--- config.mk ---
export PLATFORM = sky130hd
export DESIGN_NAME = seq_pattern_tx_flat
export DESIGN_NICKNAME = d
export VERILOG_FILES = /design/src/rtl/seq_pattern_tx_if.sv /design/src/rtl/seq_pattern_tx.sv /design/src/flat_wrapper.sv
export SDC_FILE = /design/constraint.sdc
export NUM_CORES = 1
export LEC_CHECK = 0
export ABC_AREA = 0
export CAP_MARGIN = 20
export CORE_ASPECT_RATIO = 0.8
export CORE_MARGIN = 4
export CORE_UTILIZATION = 47
export CTS_BUF_LIST = sky130_fd_sc_hd__clkbuf_4 sky130_fd_sc_hd__clkbuf_8 sky130_fd_sc_hd__clkbuf_16
export DETAILED_ROUTE_END_ITERATION = 10
export PLACE_DENSITY = 0.75
export SLEW_MARGIN = 5
export SYNTH_ARGS = -nofsm -noshare
export SYNTH_HDL_FRONTEND = slang
export SYNTH_SLANG_ARGS = --single-unit
--- constraint.sdc ---
create_clock -name clk -period 1.6 [get_ports clk]
set_input_delay 0.24 -clock clk [delete_from_list [all_inputs] [get_ports clk]]
set_output_delay 0.24 -clock clk [all_outputs]
set_load 0.005 [all_outputs]
--- src/rtl/seq_pattern_tx_if.sv ---
// Load handshake and serial output bundle for the pattern transmitter.
interface seq_pattern_tx_if #(
  parameter int WIDTH = 16,
  parameter int CNT_W = 8
);
  logic             load_valid;
  logic             load_ready;
  logic [WIDTH-1:0] load_data;
  logic [CNT_W-1:0] load_repeat;
  logic             out;
  logic             out_valid;
  logic             busy;
  logic             done;
  logic [CNT_W-1:0] match_cnt;

  modport master (
    output load_valid, load_data, load_repeat,
    input  load_ready, out, out_valid, busy, done, match_cnt
  );

  modport slave (
    input  load_valid, load_data, load_repeat,
    output load_ready, out, out_valid, busy, done, match_cnt
  );
endinterface

--- src/rtl/seq_pattern_tx.sv ---
// Serial pattern transmitter: shifts a parallel word out MSB-first for a
// programmable number of back-to-back passes and counts overlapping "101"
// occurrences in the emitted stream.
module seq_pattern_tx #(
  parameter int WIDTH = 16,
  parameter int CNT_W = 8
) (
  input  logic             clk,
  input  logic             rst,
  seq_pattern_tx_if.slave  bus
);
  localparam int IW = (WIDTH > 1) ? $clog2(WIDTH) : 1;

  localparam logic [1:0] S_IDLE  = 2'd0;
  localparam logic [1:0] S_SHIFT = 2'd1;
  localparam logic [1:0] S_DONE  = 2'd2;

  localparam logic [CNT_W-1:0] CNT_MAX = {CNT_W{1'b1}};
  localparam logic [IW-1:0]    IDX_LAST = IW'(WIDTH - 1);

  logic [1:0]       state;
  logic [WIDTH-1:0] sr;
  logic [IW-1:0]    idx;
  logic [CNT_W-1:0] passes;
  logic [CNT_W-1:0] match;
  logic [1:0]       hist;
  logic             out_r, ov_r, rdy_r, busy_r, done_r;

  logic hit, last_bit, last_pass;

  // Match detect on the bit currently on the wire against the two before it.
  always_comb begin
    hit       = ov_r && (hist == 2'b10) && out_r;
    last_bit  = (idx == IDX_LAST);
    last_pass = (passes == CNT_W'(1));
  end

  // Transaction FSM, rotating shift register, pass/bit counters and match count.
  always_ff @(posedge clk) begin
    if (rst) begin
      state  <= S_IDLE;
      sr     <= '0;
      idx    <= '0;
      passes <= '0;
      match  <= '0;
      hist   <= 2'b00;
      out_r  <= 1'b0;
      ov_r   <= 1'b0;
      rdy_r  <= 1'b1;
      busy_r <= 1'b0;
      done_r <= 1'b0;
    end else begin
      done_r <= 1'b0;
      case (state)
        S_IDLE: begin
          if (bus.load_valid) begin
            // First bit goes straight to the output register; the shift
            // register is pre-rotated so its MSB is always the next bit.
            out_r  <= bus.load_data[WIDTH-1];
            sr     <= {bus.load_data[WIDTH-2:0], bus.load_data[WIDTH-1]};
            ov_r   <= 1'b1;
            idx    <= '0;
            passes <= (bus.load_repeat == '0) ? CNT_W'(1) : bus.load_repeat;
            match  <= '0;
            hist   <= 2'b00;
            rdy_r  <= 1'b0;
            busy_r <= 1'b1;
            state  <= S_SHIFT;
          end
        end
        S_SHIFT: begin
          // History runs across pass boundaries so spanning matches count.
          hist <= {hist[0], out_r};
          if (hit && (match != CNT_MAX)) match <= match + CNT_W'(1);
          if (last_bit && last_pass) begin
            out_r  <= 1'b0;
            ov_r   <= 1'b0;
            done_r <= 1'b1;
            state  <= S_DONE;
          end else begin
            out_r <= sr[WIDTH-1];
            sr    <= {sr[WIDTH-2:0], sr[WIDTH-1]};
            if (last_bit) begin
              idx    <= '0;
              passes <= passes - CNT_W'(1);
            end else begin
              idx <= idx + IW'(1);
            end
          end
        end
        S_DONE: begin
          rdy_r  <= 1'b1;
          busy_r <= 1'b0;
          state  <= S_IDLE;
        end
        default: begin
          rdy_r  <= 1'b1;
          busy_r <= 1'b0;
          out_r  <= 1'b0;
          ov_r   <= 1'b0;
          state  <= S_IDLE;
        end
      endcase
    end
  end

  assign bus.load_ready = rdy_r;
  assign bus.out        = out_r;
  assign bus.out_valid  = ov_r;
  assign bus.busy       = busy_r;
  assign bus.done       = done_r;
  assign bus.match_cnt  = match;

endmodule

--- src/flat_wrapper.sv ---
// flat-port wrapper written by rule: the top's interface ports become plain ports
module seq_pattern_tx_flat 
#(
  parameter int WIDTH = 16,
  parameter int CNT_W = 8
)
  (clk, rst, bus_load_valid, bus_load_data, bus_load_repeat, bus_load_ready, bus_out, bus_out_valid, bus_busy, bus_done, bus_match_cnt);
  seq_pattern_tx_if #(.WIDTH(WIDTH), .CNT_W(CNT_W)) bus_i ();
  input  logic clk;
  input  logic rst;
  input wire logic [$bits(bus_i.load_valid)-1:0] bus_load_valid;
  input wire logic [$bits(bus_i.load_data)-1:0] bus_load_data;
  input wire logic [$bits(bus_i.load_repeat)-1:0] bus_load_repeat;
  output wire logic [$bits(bus_i.load_ready)-1:0] bus_load_ready;
  output wire logic [$bits(bus_i.out)-1:0] bus_out;
  output wire logic [$bits(bus_i.out_valid)-1:0] bus_out_valid;
  output wire logic [$bits(bus_i.busy)-1:0] bus_busy;
  output wire logic [$bits(bus_i.done)-1:0] bus_done;
  output wire logic [$bits(bus_i.match_cnt)-1:0] bus_match_cnt;
  assign bus_i.load_valid = bus_load_valid;
  assign bus_i.load_data = bus_load_data;
  assign bus_i.load_repeat = bus_load_repeat;
  assign bus_load_ready = bus_i.load_ready;
  assign bus_out = bus_i.out;
  assign bus_out_valid = bus_i.out_valid;
  assign bus_busy = bus_i.busy;
  assign bus_done = bus_i.done;
  assign bus_match_cnt = bus_i.match_cnt;
  seq_pattern_tx #(.WIDTH(WIDTH), .CNT_W(CNT_W)) u_core (.clk(clk), .rst(rst), .bus(bus_i));
endmodule
[Word level (Yosys, flattened, before mapping)]
Index checks and enable logic that the tools add are counted.
Word-level totals
  input bits: 27
  logic and storage cells: 73
  flip-flop bits (word level): 45
  output and inout bits: 13
Operators by class
  reductions and logical operators: 16
  eq/ne operators: 11
  mux-type cells: 30
  $add $sub $neg: 3
  bitwise operators: 2
Operators with widths (count)
  $mux 8: 6
  $mux 16: 2
  $pmux 16 s2: 1
  $pmux 8 s2: 2
  $mux 4: 3
  $reduce_and 3->1: 3
  $add 8x1->8 const B: 1
  $eq 8x1->1 const B: 1
  $logic_not 8->1: 1
  $ne 8x8->1 const B: 1
  $pmux 2 s2: 2
  $pmux 4 s2: 1
  $reduce_and 2->1: 4
  $sub 8x1->8 const B: 1
  $mux 1: 6
  $mux 2: 3
  $ne 2x1->1 const B: 3
  $pmux 1 s3: 2
  $add 4x1->4 const B: 1
  $eq 2x2->1 const B: 2
  $eq 4x4->1 const B: 1
  $logic_and 1x1->1: 4
  $ne 2x2->1 const B: 2
  $pmux 1 s2: 2
  other kinds (6): 7

[Logic depth before layout (Yosys ltp)]
  word-level depth: 6
  mapped depth: 7

[Least setup slack after synthesis]
OpenSTA, ideal clock, no wires.
  path type: reg2reg
  start: reg u_core.idx[0]
  end: reg u_core.sr[10]
  data required time: 1.511 ns
  cell stages (with the launch flop): 8
  arrival: 1.688 ns
  path slack: -0.177 ns
  path through: dfxtp_1 ha_1 and3_1 and4_4 a21oi_4 buf_2 nor2_1 a311oi_2
On the way
  longest elaborated chain between the ends: 4
RTL lines
  start: declaration: RTL line seq_pattern_tx.sv:23  | logic [IW-1:0] idx;
  start signal: assignment: RTL line seq_pattern_tx.sv:87  | idx <= idx + IW'(1);
  $eq 4x4->1: RTL line seq_pattern_tx.sv:34  | last_bit = (idx == IDX_LAST);
  $logic_and 1x1->1: RTL line seq_pattern_tx.sv:75  | if (last_bit && last_pass) begin
  $ne 2x2->1 (no source line)
  $reduce_and 3->1 (no source line)
  end signal: assignment: RTL line seq_pattern_tx.sv:60  | sr <= {bus.load_data[WIDTH-2:0], bus.load_data[WIDTH-1]};
  end signal: assignment: RTL line seq_pattern_tx.sv:82  | sr <= {sr[WIDTH-2:0], sr[WIDTH-1]};
  end: declaration: RTL line seq_pattern_tx.sv:22  | logic [WIDTH-1:0] sr;
No other way between the ends.
A chain may end at the register's enable or synchronous reset.

[Worst setup path in the final report]
  start: reg u_core.passes[5]
  end: reg u_core.sr[6]
On the way
  longest elaborated chain between the ends: 4
RTL lines
  start: declaration: RTL line seq_pattern_tx.sv:24  | logic [CNT_W-1:0] passes;
  start signal: assignment: RTL line seq_pattern_tx.sv:63  | passes <= (bus.load_repeat == '0) ? CNT_W'(1) : bus.load_repeat;
  start signal: assignment: RTL line seq_pattern_tx.sv:85  | passes <= passes - CNT_W'(1);
  $eq 8x1->1: RTL line seq_pattern_tx.sv:35  | last_pass = (passes == CNT_W'(1));
  $logic_and 1x1->1: RTL line seq_pattern_tx.sv:75
  $ne 2x2->1 (no source line)
  $reduce_and 3->1 (no source line)
No other way between the ends.

==> metrics.cfg <==
[status]
status=finished with violations
violations=negative setup slack

[yosys]
netlist_area_sq_um=2290
async_reset_ff_share_pct=0
ys.flop_type=dfxtp_1
synth_edf_count=0
ys_warn_count=0
avgSynthCellArea_sq_um=8.42
yosysUniqueCellTypes=39
ys_seq_area_share_pct=39.3
synth_nets=303
synth-seq-cells=45
syn_inst=272

[grt]
overflow=0
grt_pass1_wl_um=9220
grt_start_max_net_pins=28
grt_usage_pct=18.7
grt_pass1_vias=2054
antenna_found_initial=0

[placed_design]
place_congestion=0.903
dp_cells=386
portBuffers=39
place_area_sq_um=2940
dp_hpwl_um=3780

[timing]
tns_ns=-0.0201
setup_viol=2
slew-limit-headroom_pct=60.2
fin_crit_sh_pct=101
whs_ns=0.430
clock_skew_ns=0.00852
final-hold-violation-count=0
fmax_ghz=0.618
slew_viol_final=0
fin_ws_ns=-0.0189
tightest_slew_ns=0.597
min_period_ns=1.62
rsz0062_at_grt=yes

[critical_path]
rr_worst_depth=6
required_ns=1.81
critical_path_class=register to register
critPathMaxFanout=27
start_kind=register
endpoint_kind=register
cp_data_arrival_time_ns=1.83

[worst_hold_path]
min-delay-path-class=primary input to register
hold_depth=2

[die]
pin_count=40
rows=22
start_util_pct=49.2
placeableCoreArea_sq_um=4650
die_w_um=86.0
die-area_sq_um=6060
die_h_um=70.4

[power]
ir_worst_vdd_mv=0.504
clock_power_share_pct=30.8
power_density_nw_per_um2=811
finalPower_mw=2.51
p_leak_nw=1.19
swShare_pct=27.3
p_switching_mw=0.685
p_seq_share_pct=49.0
p_int_mw=1.83
comb_power_share_pct=20.2

[cts]
post_cts.repair.setup_buffers=0
clk_latency_ns=0.30
root_buffer=clkbuf_8
clkSinkCount=45
htreeDepth=2
cts_tree=yes
path_clk_slew_ns=0.09
cts_made_buffers=5
cts_max_path_buffers=2

[finish]
final_cells=394
drive_gt1_share_pct=24.6
final_common_cell=nand2_1
finish.net_count=364
design_area_sq_um=3100
diodes=0
area_delta_synth_final_pct=35.2
layout_common_cells=55 x nand2_1, 40 x dfxtp_1, 38 x clkdlybuf4s50_1

[detailed_routing]
finalWirelength_um=5490
ant_nets=0
drc=0
drt-wirelength-per-cell_um=13.9
via_count=2151
via_per_inst=5.46
firstDrtPassIters=4
drt_iter0_markers=141

[job]
drv_cap=0

critical path: stages, from the launching register on:
cell and delay [ns]:
dfxtp_2 0.35, nor4_4 0.31, and4_4 0.29, a21oi_4 0.07, buf_12 0.18, buf_4 0.14, a311oi_2 0.20
metrics by stage:
stage	setup slack, ns	util [%]
after detailed placement	-0.168	63.1
after global placement	-0.126	63.1
final	-0.0189	66.6
after floorplan	0.00452	-
after CTS	0.00285	65.6
after global routing	-0.111	66.6
synth_stat cells, drive strengths merged (2+ instances only):
cell / n / area (sq um)
dfxtp: 45 / 901
a211oi: 5 / 37.5
inv: 3 / 11.3
a311oi: 15 / 225
nand2b: 5 / 31.3
nor4: 3 / 40.0
nor3b: 2 / 15.0
o21ai: 13 / 65.1
nor3: 10 / 50.1
nand3: 7 / 35.0
ha: 4 / 50.1
clkbuf: 6 / 22.5
a21oi: 28 / 163
nor2: 34 / 146
nand3b: 4 / 30.0
and3: 6 / 37.5
buf: 11 / 70.1
nand4b: 2 / 17.5
nand2: 55 / 206
a22oi: 2 / 15.0
sequential cells by signal, summed over array words and instances (netlist names):
signal / count
u_core.bus.out: 1
u_core.bus.busy: 1
u_core.bus.match_cnt: 8
u_core.state: 2
u_core.idx: 4
u_core.sr: 16
u_core.bus.done: 1
u_core.passes: 8
u_core.bus.load_ready: 1
u_core.bus.out_valid: 1
u_core.hist: 2
worst paths after layout:
kind / from / endpoint / slack, ns
min reg2reg: u_core.bus.busy / u_core.bus.busy / 0.46
max reg2reg: u_core.passes[5] / u_core.sr[6] / -0.02
min: rst / u_core.bus.out_valid / 0.43
max: u_core.passes[5] / u_core.sr[6] / -0.02
area by class of cell:
cell class	instances	area [sq um]
clock buffers	7	96.3
clock inverters	1	5.00
fillers	372	1560
inverters	3	11.3
multi-input cells	207	1350
flip-flops and latches	45	907
well taps	60	75.1
repair buffers	71	654
power groups by stage:
stage          logic [mW]  clock network (mW)  registers, mW
2_1_floorplan       0.297                   0           1.25
3_3_place_gp        0.491                   0           1.25
3_5_place_dp        0.497                   0           1.25
4_1_cts             0.501               0.790           1.23
5_1_grt             0.558               0.822           1.24
6_report            0.507               0.774           1.23
per-layer routing:
metal / vias up / GRT usage (%) / routed length, um / part of all wire (%)
met5: - / 0 / 0 / 0
met3: 6 / 4.01 / 219 / 4.0
met2: 50 / 27.2 / 2490 / 45
met1: 1010 / 26.4 / 2700 / 49
li1: 1085 / - / - / -
met4: 0 / 8.26 / 74 / 1.3
cell families after synthesis:
| family | Yosys count | synth area share (%) |
|---|---|---|
| buf+inv | 20 | 4.54 |
| xor+xnor | 1 | 0.383 |
| fa+ha+maj | 4 | 2.19 |
| flops | 45 | 39.3 |
| compound gates | 70 | 25.4 |
| simple gates | 132 | 28.2 |
timing repair:
action	CTS	global route
resized for setup	5	12
pin swaps	1	2
hold buffers	0	0
gates cloned	0	0
endpoints found under the setup margin	5	34
hold endpoints to repair	0	0
Note: power is estimated with default switching activity, not from simulation.
